## src/rtl/rob_commit.sv

```systemverilog
// Reorder buffer for the rename stage. It allocates renamed instructions in order, marks them
// complete from write-back, and retires them in order onto the p_commit port.
module rob_commit #(
    parameter int DEPTH   = 16,
    parameter int P_IDX_W = 6,
    parameter int TAG_W   = $clog2(DEPTH)
) (
    input  logic               clk,
    input  logic               rst_ni,
    input  logic [P_IDX_W+2:0] rinstr_i,     // rinstr_t {valid, rd}
    input  logic               is_branch_i,
    output logic [TAG_W-1:0]   rob_tag_o,
    output logic               rob_full_o,
    input  logic               wb_valid_i,
    input  logic [TAG_W-1:0]   wb_tag_i,
    input  logic [1:0]         br_result_i,  // br_result_t {valid, hit}
    output logic [P_IDX_W+1:0] p_commit_o,   // p_reg_t {valid, idx, ready}
    output logic               flush_o
);

    typedef struct packed {
        logic               valid;
        logic [P_IDX_W-1:0] idx;
        logic               ready;
    } p_reg_t;

    typedef struct packed {
        logic   valid;
        p_reg_t rd;
    } rinstr_t;

    typedef struct packed {
        logic valid;
        logic hit;
    } br_result_t;

    localparam logic [TAG_W:0] FULL_CNT = (TAG_W+1)'(DEPTH);

    rinstr_t    w_rinstr;
    br_result_t w_br;
    logic       w_unused_rd_ready;

    assign w_rinstr          = rinstr_i;
    assign w_br              = br_result_i;
    assign w_unused_rd_ready = w_rinstr.rd.ready;

    logic [TAG_W-1:0]   r_head;
    logic [TAG_W-1:0]   r_tail;
    logic [TAG_W:0]     r_count;
    logic [DEPTH-1:0]   r_valid;
    logic [DEPTH-1:0]   r_done;
    logic [DEPTH-1:0]   r_is_br;
    logic [DEPTH-1:0]   r_rd_vld;
    logic [P_IDX_W-1:0] r_rd_idx [DEPTH];
    logic               r_br_active;
    logic [TAG_W-1:0]   r_br_tag;
    p_reg_t             r_p_commit;
    logic               r_flush;

    logic               w_full;
    logic               w_resolve;
    logic               w_squash;
    logic               w_alloc;
    logic               w_commit;
    logic               w_wb_ok;
    logic               w_new_br;
    logic [TAG_W-1:0]   w_br_off;
    logic [DEPTH-1:0]   w_younger;
    logic [DEPTH-1:0]   w_valid_nxt;
    logic [DEPTH-1:0]   w_done_nxt;
    logic [DEPTH-1:0]   w_is_br_nxt;
    logic [TAG_W:0]     w_count_nxt;

    assign w_full    = (r_count == FULL_CNT);
    assign w_resolve = w_br.valid && r_br_active;
    assign w_squash  = w_resolve && !w_br.hit;
    assign w_alloc   = w_rinstr.valid && !w_full && !w_squash;
    assign w_commit  = r_valid[r_head] && r_done[r_head];
    assign w_br_off  = r_br_tag - r_head;
    // A branch resolving this cycle frees the slot, so a new branch may claim it at once.
    assign w_new_br  = w_alloc && is_branch_i && (!r_br_active || w_resolve);

    // Age is measured from head, so "younger than the branch" survives pointer wrap.
    always_comb begin
        logic [TAG_W-1:0] v_off;
        w_younger = '0;
        for (int i = 0; i < DEPTH; i++) begin
            v_off        = TAG_W'(i) - r_head;
            w_younger[i] = (v_off > w_br_off);
        end
    end

    assign w_wb_ok = wb_valid_i && r_valid[wb_tag_i] && !r_is_br[wb_tag_i]
                     && !(w_squash && w_younger[wb_tag_i]);

    // NOTE: every always_comb output gets a default first, so no path can leave one unassigned and infer a latch.
    always_comb begin
        w_valid_nxt = r_valid;
        w_done_nxt  = r_done;
        w_is_br_nxt = r_is_br;
        if (w_commit) begin
            w_valid_nxt[r_head] = 1'b0;
        end
        if (w_squash) begin
            w_valid_nxt = w_valid_nxt & ~w_younger;
        end
        if (w_wb_ok) begin
            w_done_nxt[wb_tag_i] = 1'b1;
        end
        if (w_resolve) begin
            w_done_nxt[r_br_tag] = 1'b1;
        end
        if (w_alloc) begin
            w_valid_nxt[r_tail] = 1'b1;
            w_done_nxt[r_tail]  = 1'b0;
            w_is_br_nxt[r_tail] = is_branch_i;
        end
    end

    always_comb begin
        w_count_nxt = r_count;
        if (w_squash) begin
            w_count_nxt = {1'b0, w_br_off} + 1'b1 - (TAG_W+1)'(w_commit);
        end else begin
            w_count_nxt = r_count + (TAG_W+1)'(w_alloc) - (TAG_W+1)'(w_commit);
        end
    end

    // NOTE: sequential state uses non-blocking assignments so every register samples pre-edge values.
    always_ff @(posedge clk or negedge rst_ni) begin
        if (!rst_ni) begin
            r_head      <= '0;
            r_tail      <= '0;
            r_count     <= '0;
            r_valid     <= '0;
            r_done      <= '0;
            r_is_br     <= '0;
            r_br_active <= 1'b0;
            r_br_tag    <= '0;
            r_p_commit  <= '0;
            r_flush     <= 1'b0;
        end else begin
            r_valid <= w_valid_nxt;
            r_done  <= w_done_nxt;
            r_is_br <= w_is_br_nxt;
            r_count <= w_count_nxt;
            r_flush <= w_squash;

            if (w_commit) begin
                r_head <= r_head + 1'b1;
            end
            if (w_squash) begin
                r_tail <= r_br_tag + 1'b1;
            end else if (w_alloc) begin
                r_tail <= r_tail + 1'b1;
            end

            if (w_resolve) begin
                r_br_active <= 1'b0;
            end
            if (w_new_br) begin
                r_br_active <= 1'b1;
                r_br_tag    <= r_tail;
            end

            r_p_commit <= '0;
            if (w_commit && r_rd_vld[r_head] && (r_rd_idx[r_head] != '0)) begin
                r_p_commit.valid <= 1'b1;
                r_p_commit.idx   <= r_rd_idx[r_head];
                r_p_commit.ready <= 1'b1;
            end
        end
    end

    // NOTE: the destination payload is not reset; it is only read behind a valid bit that is.
    always_ff @(posedge clk) begin
        if (w_alloc) begin
            r_rd_vld[r_tail] <= w_rinstr.rd.valid;
            r_rd_idx[r_tail] <= w_rinstr.rd.idx;
        end
    end

    // Rename holds back a second branch until the first resolves.
    a_single_branch: assert property (@(posedge clk) disable iff (!rst_ni)
        !(w_alloc && is_branch_i && r_br_active && !w_resolve));

    assign rob_tag_o  = r_tail;
    assign rob_full_o = w_full;
    assign p_commit_o = r_p_commit;
    assign flush_o    = r_flush;

endmodule

```

## config.mk

```make
export PLATFORM = sky130hd
export DESIGN_NAME = rob_commit
export DESIGN_NICKNAME = d
export VERILOG_FILES = /design/src/rtl/rob_commit.sv
export SDC_FILE = /design/constraint.sdc
export NUM_CORES = 1
export LEC_CHECK = 0
export BUFFER_PORTS_ARGS = -buffer_cell sky130_fd_sc_hd__buf_4
export CORE_ASPECT_RATIO = 1.1
export CORE_UTILIZATION = 55
export CTS_CLUSTER_DIAMETER = 50
export DETAILED_ROUTE_END_ITERATION = 12
export PLACE_DENSITY = 0.79
export SLEW_MARGIN = 10
export SYNTH_ARGS = -nofsm -noshare
export SYNTH_HDL_FRONTEND = slang
export SYNTH_SLANG_ARGS = --single-unit
```

## constraint.sdc

```tcl
create_clock -name clk -period 4.8 [get_ports clk]
set_input_delay 1.2 -clock clk [delete_from_list [all_inputs] [get_ports clk]]
set_output_delay 1.2 -clock clk [all_outputs]
set_load 0.02 [all_outputs]
```

Word-level counts from Yosys, hierarchy flattened. Memory sizes are Yosys's and may differ from the RTL's. Cells that the tools add are included.

Output and inout bits: 14. Register bits after elaboration: 91. Logic and storage cells: 135. Memories kept: 1. RAM bits: 96.

Muxes and demuxes: 36. Reductions and logical operators: 27. Bitwise logic cells: 9. Eq/ne operators: 1. Order comparisons: 24. Add/sub/neg operators: 24.

Memory list: r_rd_idx (words 16, width 6, read ports 1, clocked after Yosys merged registers in 0, write ports 1, line 54) `logic [P_IDX_W-1:0] r_rd_idx [DEPTH];`.

Operator list (count): $mux W16 (6); $gt A4 B4 Y1 (16); $and A16 B16 Y16 (3); $not A16 Y16 (3); $or A16 B16 Y16 (3); $bwmux W16 (2); $sub A4 B4 Y4 const A (8); $bmux W1 S4 (6); $lt A4 B5 Y1 const B (4); $logic_and A1 B1 Y1 (17); $demux W1 S4 (4); $ge A4 B1 Y1 const B (4); $sub A3 B4 Y4 const A (4); $mux W1 (14); $add A4 B1 Y4 const B (3); $sub A5 B1 Y5 (2); $mux W4 (2); $mux W8 (1); $sub A1 B4 Y4 const A (2); $sub A2 B4 Y4 const A (2); $logic_not A1 Y1 (6); $reduce_bool A6 Y1 (1); $add A4 B1 Y5 const B (1); $add A5 B1 Y5 (1); 5 further kinds (6).

Longest topological paths before layout. Gate-level depths: netlist (run 1).

Depth in word-level cells: 12. Mapped depth: 20. Depth with buffers taken out: 17.

Worst setup path before layout (run 1). No wires, ideal clock.

Path type: register -> register. Start point: register r_head[1]. End point: register r_done[2]. Data required time: 4.635 ns. Stages on the path, launching flop included: 20. Path slack: 0.582 ns. Clock period less this slack: 4.218 ns. Arrival: 4.053 ns. Path buffers: 5. Path through: dfrtp_1 buf_2 buf_2 buf_1 inv_1 ha_1 nand2_1 o21ai_0 xor2_1 buf_2 inv_1 ha_1 a21o_1 a31oi_1 o21ai_0 nand4_1 nor3_1 and2_1 buf_4 o22ai_1.

Longest elaborated chain between the ends: 12. Elaborated cells on any way between the ends: 43. Classes of those cells: 17 x add/sub; 16 x order compare; 5 x mux; 2 x bitwise; 3 x reduce/logical.

RTL lines: start: declaration (line 47) `logic [TAG_W-1:0] r_head;`; start signal: assignment (line 150) `r_head <= r_head + 1'b1;`; $sub A1 B4 Y4 (tied with other cells) (line 88) `v_off = TAG_W'(i) - r_head;`; $gt A4 B4 Y1 (line 89) `w_younger[i] = (v_off > w_br_off);`; $bmux W1 S4 * (line 94) `&& !(w_squash && w_younger[wb_tag_i]);`; $mux W1 (implied by the code) * (line 94); $logic_and A1 B1 Y1 * (line 94); $logic_not A1 Y1 * (line 94); $logic_and A1 B1 Y1 * (line 94); $mux W16 * (line 107) `if (w_wb_ok) begin`; $or A16 B16 Y16 (no source line); $mux W16 * (line 110) `if (w_resolve) begin`; $and A16 B16 Y16 (no source line); $mux W16 * (line 113) `if (w_alloc) begin`; net w_done_nxt[2] (line 70) `logic [DEPTH-1:0] w_done_nxt;`; end signal: assignment (line 144) `r_done <= w_done_nxt;`; end: declaration (line 51) `logic [DEPTH-1:0] r_done;`.

Mark *: on every way through the listed nets, which the timed path passes. The rest lies on a longest branch. The select of a mux whose other input is x is not followed. A chain may end at the register's enable or synchronous reset.

Final worst setup path (run 1).
Start point: register r_br_tag[0]. End point: register r_done[14].

Longest elaborated chain between the ends: 12. Elaborated cells on any way between the ends: 32. Classes of those cells: 1 x add/sub; 18 x order compare; 7 x mux; 2 x bitwise; 4 x reduce/logical.

RTL lines: start: declaration (line 56) `logic [TAG_W-1:0] r_br_tag;`; start signal: assignment (line 163) `r_br_tag <= r_tail;`; $sub A4 B4 Y4 (line 79) `assign w_br_off = r_br_tag - r_head;`; $gt A4 B4 Y1 (line 89); $bmux W1 S4 (line 94); $mux W1 (implied by the code) (line 94); $logic_and A1 B1 Y1 (line 94); $logic_not A1 Y1 (line 94); $logic_and A1 B1 Y1 (line 94); $mux W16 (line 107); $or A16 B16 Y16 (no source line); $mux W16 * (line 110); $and A16 B16 Y16 (no source line); $mux W16 * (line 113); net w_done_nxt[14] (line 70).

Marked as above.

==> out/metrics.cfg, run 1 <==
[place]
gp_congestion = 0.957
port_buffers = 31
dp_hpwl_um = 17400

[floorplan]
fp.coreArea_um2 = 17000
die-area_um2 = 17800
ios = 33
die_w_um = 127
start_util_pct = 55.9
die_height_um = 140
row_count = 50

[detailed_routing]
post_drt_via_cell_ratio = 6.29
wire_per_inst_um = 24.3
ant_nets = 0
drc = 0
drtIter0Drc = 670
first_pass_iters = 5
wirelength_um = 25300
vias = 6556

[finish]
area_delta_synth_final_pct = 12.1
fin_nets = 859
final_common_cell = edfxtp_1
drive_above_1_share_pct = 20.8
num-fill-cells = 1269
final_cell_mix = 112 x edfxtp_1, 72 x dfrtp_1, 65 x nand2_1
antenna_cells = 0

[clock_tree]
clkTransAtPathRegs_ps = 70
cts_buffer_depth = 2
cts_made_buffers = 17
clock-root-buffer = clkbuf_16
cts_post_setup_buffers_inserted = 0
post_cts_resized = 0
hold_buffers = 0
htreeDepth = 4
clk_latency_ps = 440
tritoncts = done
clock_sinks = 186

[timing]
fin_crit_ps = 4160
fmax_mhz = 241
fin_skew_ps = 11.1
post-route-period-util_pct = 86.6
rsz0062_at_grt = false
drv_slew = 0
slew_headroom_pct = 32.1
finalHoldViolCount = 0
fin_setup_tns_ps = 0
worst_pin_slew_ps = 1020
setup_viol = 0

[global_route]
grt_pass1_wl_um = 38800
grt-ovfl-total = 0
track_usage_pct = 30.4
grt_pass1_vias = 6860
antenna_found_initial = 0
grt_max_degree = 75

[yosys]
netlist_top_cells_area = edfxtp_1 35%, dfrtp_1 20%, mux4_2 8.8%
yosysWarnings = 0
synth_top_area_share_pct = 35.5
synth_cell_types = 65
syn_nets = 818
synth-edff-count = 112
synth-seq-cells = 186
synth_top_area_cell = edfxtp_1
syn_area_um2 = 9490
async_flop_share_pct = 39.8
seq_area_frac_synth_pct = 55.0
synth_cells = 754
avgSynthCellArea_um2 = 12.6
ys.flop_type = edfxtp_1

[hold_path]
hp-class = register to register

[setup_path]
required_ps = 5090
path_max_fanout = 14
crit_chain = inv_1 -> ha_1 -> inv_1 -> fa_1 -> xor2_1 -> inv_1 -> ha_1 -> nand2_1 -> a21oi_1 -> o22ai_1 -> a21oi_1 -> nand4_1 -> nor3_1 -> and2_1 -> o21ai_0
worst_path_most_repeated_cell = inv_1
critPathKind = register to register
cp-start-kind = register
crit_path_end_kind = register
arrival_ps = 4450
cpMaxStageDelayCell = and2_1
slowest_delay_ps = 560

[job]
maxCapViolCount = 0

[status]
outcome = finished, final reports clean

## worst paths after layout
path                                  start       endpoint  slack [ps]  cells past startpoint
min in group asynchronous            rst_ni  p_commit_o[3]         940                      1
worst min register to register  r_is_br[13]    r_is_br[13]         500                      1
worst max-delay path            r_br_tag[0]     r_done[14]         640                     15
worst max register to register  r_br_tag[0]     r_done[14]         640                     15
max in group asynchronous            rst_ni      r_head[0]        3150                      1
worst min-delay path            r_is_br[13]    r_is_br[13]         500                      1
## layout make-up
type,count,area (um2),area share (%)
clock buffer,18,429,4.04
multi-input combinational,497,3980,37.4
inverter,38,143,1.34
sequential,186,5220,49.1
timing repair buffer,55,413,3.88
clock inverter,14,161,1.52
tap,234,293,2.75
## logic make-up (layout without fill, tap and decap cells)
family	count (synthesis)	in the layout	synth area share [%]
and+or+nand+nor	209	209	10.9
DFF	186	186	55.0
AOI/OAI and AO/OA	149	149	10.0
buffers and inverters	71	125	3.31
muxes	58	58	11.3
adders and majority gates	52	52	6.83
xor gates and xnor gates	29	29	2.68
## critical path, delay by kind of cell, from the launching register on
kind	cells	cell delay, ps
fa+ha+maj	3	1020
compound gates	4	670
simple gates	4	1060
buf+inv	3	540
xor+xnor	1	320
flops	1	390
## synth_stat cells, drive strengths merged, types with 7 or more instances
| master | number |
|---|---|
| a21o | 11 |
| clkbuf | 15 |
| maj3 | 7 |
| nand2b | 9 |
| a31oi | 10 |
| o211ai | 7 |
| nand3 | 17 |
| a21oi | 36 |
| edfxtp | 112 |
| o21a | 7 |
| or2 | 9 |
| o21ai | 36 |
| mux4 | 37 |
| nand2 | 65 |
| inv | 37 |
| nor3 | 11 |
| mux2 | 20 |
| ha | 43 |
| xnor2 | 15 |
| and2 | 13 |
| xor2 | 14 |
| nor2 | 43 |
| a31o | 7 |
| or3 | 7 |
| o22ai | 11 |
| dfrtp | 74 |
| nor2b | 10 |
| buf | 18 |
## metal layers
| layer | routed length (um) | global-route usage [%] | vias up |
|---|---|---|---|
| li1 | - | - | 2885 |
| met1 | 9580 | 36.5 | 3256 |
| met2 | 12700 | 50.8 | 326 |
| met3 | 1560 | 5.31 | 89 |
| met4 | 1430 | 19.5 | 0 |
| met5 | 0 | 0 | - |
## state kept, by name, indices dropped and copies added, names as in the netlist
| name | count |
|---|---|
| rob_tag_o | 4 |
| r_is_br | 16 |
| p_commit_o | 7 |
| r_rd_idx | 96 |
| flush_o | 1 |
| r_count | 5 |
| r_head | 4 |
| r_done | 16 |
| r_valid | 16 |
| r_br_active | 1 |
| r_rd_vld | 16 |
| r_br_tag | 4 |
## through the flow
stage	hold slack [ps]	util, %	setup slack [ps]	area [um2]	std cells
after global placement	483	59.2	818	10000	1010
after CTS	502	62.7	749	10600	1042
after global routing	530	62.7	389	10600	1042
final	499	62.7	643	10600	1042
after detailed placement	486	59.2	780	10000	1010
after floorplan	470	-	582	9490	754
Power of run 1 is left out: the tool's default activity adds up to more than one toggle a clock period on the data nets, which glitch-free logic cannot reach.
==> run 2, diff against run 1 <==
--- a/config.mk
+++ b/config.mk
@@ -8,6 +8,7 @@
 export BUFFER_PORTS_ARGS = -buffer_cell sky130_fd_sc_hd__buf_4
 export CORE_ASPECT_RATIO = 1.1
 export CORE_UTILIZATION = 55
+export CTS_BUF_LIST = sky130_fd_sc_hd__clkbuf_2
 export CTS_CLUSTER_DIAMETER = 50
 export DETAILED_ROUTE_END_ITERATION = 12
 export PLACE_DENSITY = 0.79
==> run 2 against run 1 <==
Against the previous run: final area fell by 3.2%; die area is the same; routed wire length down 2.3%; highest routed layer unchanged; register-to-register slack got worse by 20 ps; worst hold slack improved by 35 ps; critical path depth did not move; final cell count is essentially flat.
==> out/metrics.cfg, run 2 (synthesis results as in run 1) <==
[status]
outcome = finished, final reports clean

[floorplan]
die_w_um = 127
start_util_pct = 55.9
die_height_um = 140
ios = 33
fp.coreArea_um2 = 17000
die-area_um2 = 17800
row_count = 50

[setup_path]
path_buf_inv = 3
cpMaxStageDelayCell = and2_1
reg2reg_to = r_done[12]
critical_path_depth = 15
r2r_slack_ps = 620
crit_chain = inv_1 -> ha_1 -> inv_1 -> fa_1 -> xor2_1 -> inv_1 -> ha_1 -> nand2_1 -> a21oi_1 -> o22ai_1 -> a21oi_1 -> nand4_1 -> nor3_1 -> and2_1 -> o21ai_0
worst_path_dominant_cell_family = simple AND/OR/NAND/NOR gates
cp-start-kind = register
reg2reg_depth = 15
arrival_ps = 4840
path_max_fanout = 14
worst_path_most_repeated_cell = inv_1
crit_path_end_kind = register
required_ps = 5470
r2r_start = r_br_tag[0]
slowest_delay_ps = 550
critPathKind = register to register

[timing]
post-route-period-util_pct = 87.0
fin_setup_tns_ps = 0
worst_pin_slew_ps = 1010
fin_crit_ps = 4180
finalHoldViolCount = 0
fin_skew_ps = 43.9
drv_slew = 0
setup_viol = 0
rsz0062_at_grt = false
worst_slack_ps = 623
fmax_mhz = 239
slew_headroom_pct = 32.5

[hold_path]
holdPathEnd = r_head[0]
worstHoldStart = r_head[0]
hold_path_depth = 1
hp-class = register to register

[place]
dp_hpwl_um = 17400
gp_congestion = 0.957
place_inst = 1010
dp_slack_ps = 780
port_buffers = 31

[job]
maxCapViolCount = 0

[detailed_routing]
post_drt_via_cell_ratio = 6.28
wire_per_inst_um = 23.7
ant_nets = 0
drtIter0Drc = 627
drc = 0
wirelength_um = 24700
first_pass_iters = 6
vias = 6555

[global_route]
grt_pass1_vias = 6770
grt_pass1_wl_um = 38000
grt_max_degree = 75
track_usage_pct = 29.5
grt-ovfl-total = 0
antenna_found_initial = 1

[finish]
final_common_cell = edfxtp_1
fin_nets = 859
area_delta_synth_final_pct = 8.55
largest_reg_flops = 96
final_cell_mix = 112 x edfxtp_1, 72 x dfrtp_1, 65 x nand2_1
regMostFlops = r_rd_idx
final_util_pct = 60.7
drive_above_1_share_pct = 20.9
finalNonFillerCells = 1043

[clock_tree]
cts_buffer_depth = 2
cts_post_setup_buffers_inserted = 0
clock-root-buffer = clkbuf_2
hold_buffers = 0
post_cts_resized = 0
tritoncts = done
cts_made_buffers = 17
clkTransAtPathRegs_ps = 280
clock_sinks = 186
clk_latency_ps = 780
htreeDepth = 4

## run 2: metal layers
metal / up-vias / part of all wire [%] / routed length, um / GRT usage, %
li1: 2885 / - / - / -
met1: 3262 / 38 / 9470 / 35.5
met2: 316 / 51 / 12500 / 50.5
met3: 92 / 5.9 / 1450 / 5.34
met4: 0 / 5.2 / 1280 / 15.9
met5: - / 0 / 0 / 0
## run 2: worst register-to-register path, cell delays in order (launching register included)
cell and delay (ps):
dfrtp_1 450, inv_1 230, ha_1 230, inv_1 50
fa_1 410, xor2_1 320, inv_1 260, ha_1 390
nand2_1 70, a21oi_1 120, o22ai_1 170, a21oi_1 200
nand4_1 130, nor3_1 290, and2_1 550, o21ai_0 190
## run 2: cell type report
| type | count | area, um2 |
|---|---|---|
| fill | 1312 | 6660 |
| tap | 234 | 293 |
| clock inverter | 14 | 161 |
| antenna | 1 | 2.50 |
| clock buffer | 18 | 90.1 |
| timing repair buffer | 55 | 413 |
| sequential | 186 | 5220 |
| inverter | 38 | 143 |
| multi-input combinational | 497 | 3980 |
## run 2: through the flow
step / cell area, um2 / hold WS (ps)
floorplan: 9490 / 470
global placement: 10000 / 483
detailed placement: 10000 / 486
CTS: 10300 / 536
global route: 10300 / 561
finish: 10300 / 534
## run 2: worst max-delay path by stage
| stage | from | endpoint | slack [ps] |
|---|---|---|---|
| 2_1_floorplan | r_head[1] | r_done[2] | 580 |
| 5_1_grt | r_br_tag[0] | r_done[15] | 350 |
| 3_5_place_dp | r_head[1] | r_done[12] | 780 |
| 3_3_place_gp | r_head[1] | r_done[15] | 820 |
| 6_report | r_br_tag[0] | r_done[12] | 620 |
| 4_1_cts | r_br_tag[1] | r_done[12] | 740 |
Power of run 2 is left out for the same reason.
==> run 3, diff against run 2 <==
--- a/config.mk
+++ b/config.mk
@@ -5,6 +5,7 @@
 export SDC_FILE = /design/constraint.sdc
 export NUM_CORES = 1
 export LEC_CHECK = 0
+export ABC_AREA = 1
 export BUFFER_PORTS_ARGS = -buffer_cell sky130_fd_sc_hd__buf_4
 export CORE_ASPECT_RATIO = 1.1
 export CORE_UTILIZATION = 55
==> run 3 against run 2 <==
Against the previous run: sequential share of layout area decreased by 1.2 points; count of clock-buffer cells in the layout increased by 1; synthesized area increased by 4.4%; worst setup slack improved by 240 ps; clock skew decreased by 2.3 ps; register-to-register slack improved by 240 ps; worst hold slack got worse by 87 ps; global-route usage decreased by 0.24 points; first-iteration DRC count increased by 47%; non-clock buffer count decreased by 14; routed wire length increased by 3.9%; critical path depth increased by 5; critical endpoint is now r_done[4].
==> out/metrics.cfg, run 3 <==
[yosys]
yosysMostFrequentCell = nand2_1
synth_cells = 1101
yosysWarnings = 0
synthTopCellsByCount = 236 x nand2_1, 126 x nor2_1, 117 x o21ai_0
synth_top_area_share_pct = 34.0
ys.flop_type = edfxtp_1
synth_cell_types = 49
async_flop_share_pct = 39.8
syn_area_um2 = 9900
seq_area_frac_synth_pct = 52.7
synth-edff-count = 112
syn_nets = 1165
netlist_top_cells_area = edfxtp_1 34%, dfrtp_1 19%, nand2_1 8.9%
synth_top_area_cell = edfxtp_1
avgSynthCellArea_um2 = 8.99
synth-seq-cells = 186

[global_route]
grt_pass1_vias = 7472
antenna_found_initial = 1
grt_pass1_wl_um = 40000
track_usage_pct = 29.3
grt_max_degree = 75
grt-ovfl-total = 0

[setup_path]
reg2reg_to = r_done[4]
r2r_start = r_br_tag[0]
required_ps = 5530
critPathKind = register to register
cp-start-kind = register
arrival_ps = 4660
crit_path_end_kind = register
r2r_slack_ps = 870
reg2reg_depth = 20
path_max_fanout = 16

[detailed_routing]
post_drt_via_cell_ratio = 5.80
vias = 7959
first_pass_iters = 7
drtIter0Drc = 921
drc = 0
wire_per_inst_um = 18.7
ant_nets = 0
wirelength_um = 25700

[clock_tree]
cts_post_setup_buffers_inserted = 0
clock_sinks = 186
htreeDepth = 4
cts_buffer_depth = 2
clock-root-buffer = clkbuf_2
post_cts_resized = 0
cts_made_buffers = 17
tritoncts = done
clkTransAtPathRegs_ps = 300
hold_buffers = 0
clk_latency_ps = 850

[finish]
fin_nets = 1185
area_delta_synth_final_pct = 6.55
regMostFlops = r_rd_idx
fin_area_um2 = 10500
drive_above_1_share_pct = 9.17
final_cell_mix = 236 x nand2_1, 126 x nor2_1, 117 x o21ai_0
largest_reg_flops = 96
final_common_cell = nand2_1

[place]
port_buffers = 31
dp_hpwl_um = 17200
gp_congestion = 0.953
dp_slack_ps = 950
place_area_um2 = 10300

[timing]
fin_crit_ps = 3930
finalHoldViolCount = 0
post-route-period-util_pct = 82.0
drv_slew = 0
worst_pin_slew_ps = 1040
worst_slack_ps = 866
slew_headroom_pct = 30.8
fin_setup_tns_ps = 0
rsz0062_at_grt = false
fin_skew_ps = 41.7
setup_viol = 0
fmax_mhz = 254

[floorplan]
die_w_um = 130
die-area_um2 = 18500
row_count = 51
die_height_um = 143
start_util_pct = 56.0
ios = 33
fp.coreArea_um2 = 17700

[hold_path]
hp-class = input port to async pin

[job]
maxCapViolCount = 0

[status]
outcome = finished, final reports clean

## run 3: cells by family (layout without fill, tap and decap cells)
| family | Yosys count | in the layout | share of synthesized area, % |
|---|---|---|---|
| xor gates and xnor gates | 12 | 12 | 1.14 |
| buffers and inverters | 160 | 193 | 6.74 |
| adders and majority gates | 45 | 45 | 5.84 |
| other | 0 | 1 | 0 |
| and+or+nand+nor | 440 | 440 | 18.3 |
| DFF | 186 | 186 | 52.7 |
| muxes | 1 | 1 | 0.101 |
| AOI/OAI and AO/OA | 257 | 257 | 15.2 |
## run 3: worst max-delay path by stage
stage	start	to	slack, ps	cells past startpoint
2_1_floorplan	br_result_i[1]	r_count[4]	1240	16
3_3_place_gp	r_br_tag[0]	r_done[4]	980	20
3_5_place_dp	r_br_tag[0]	r_done[9]	950	20
4_1_cts	r_br_tag[0]	r_done[1]	930	20
5_1_grt	r_br_tag[0]	r_done[13]	620	20
6_report	r_br_tag[0]	r_done[4]	870	20
## run 3: cell type report
cell class,count,area [um2]
fill,1525,7130
clock inverter,13,153
timing repair buffer,41,308
sequential,186,5220
antenna,1,2.50
tap,238,298
clock buffer,19,95.1
inverter,120,458
multi-input combinational,755,4020
## run 3: metal layers
metal	GRT usage (%)	routed length (um)	up-vias
met5	0	0	-
met4	13.5	1010	0
met3	4.57	1890	77
met2	47.7	12200	369
met1	38.5	10600	3736
li1	-	-	3777
## run 3: stage by stage
stage | instances | hold WS [ps] | utilization (%)
2_1_floorplan | 1101 | 453 | -
6_report | 1373 | 447 | 59.7
5_1_grt | 1373 | 531 | 59.7
3_5_place_dp | 1340 | 478 | 58.3
3_3_place_gp | 1340 | 469 | 58.3
4_1_cts | 1372 | 532 | 59.7
## run 3: worst max-delay path, cell delays in order, from the launching register on
cell,delay [ps]
dfrtp_1,550
inv_1,150
ha_1,150
inv_1,60
fa_1,420
xnor2_1,690
ha_1,400
nand2_1,70
inv_1,50
nand3_1,70
nand3_1,150
nand2_1,100
nand2_1,50
inv_1,40
nand2_1,40
nor2_1,90
nand3_1,80
nor2_1,110
nand3_2,320
nand3_1,190
a21oi_1,80
Power of run 3 is left out for the same reason.
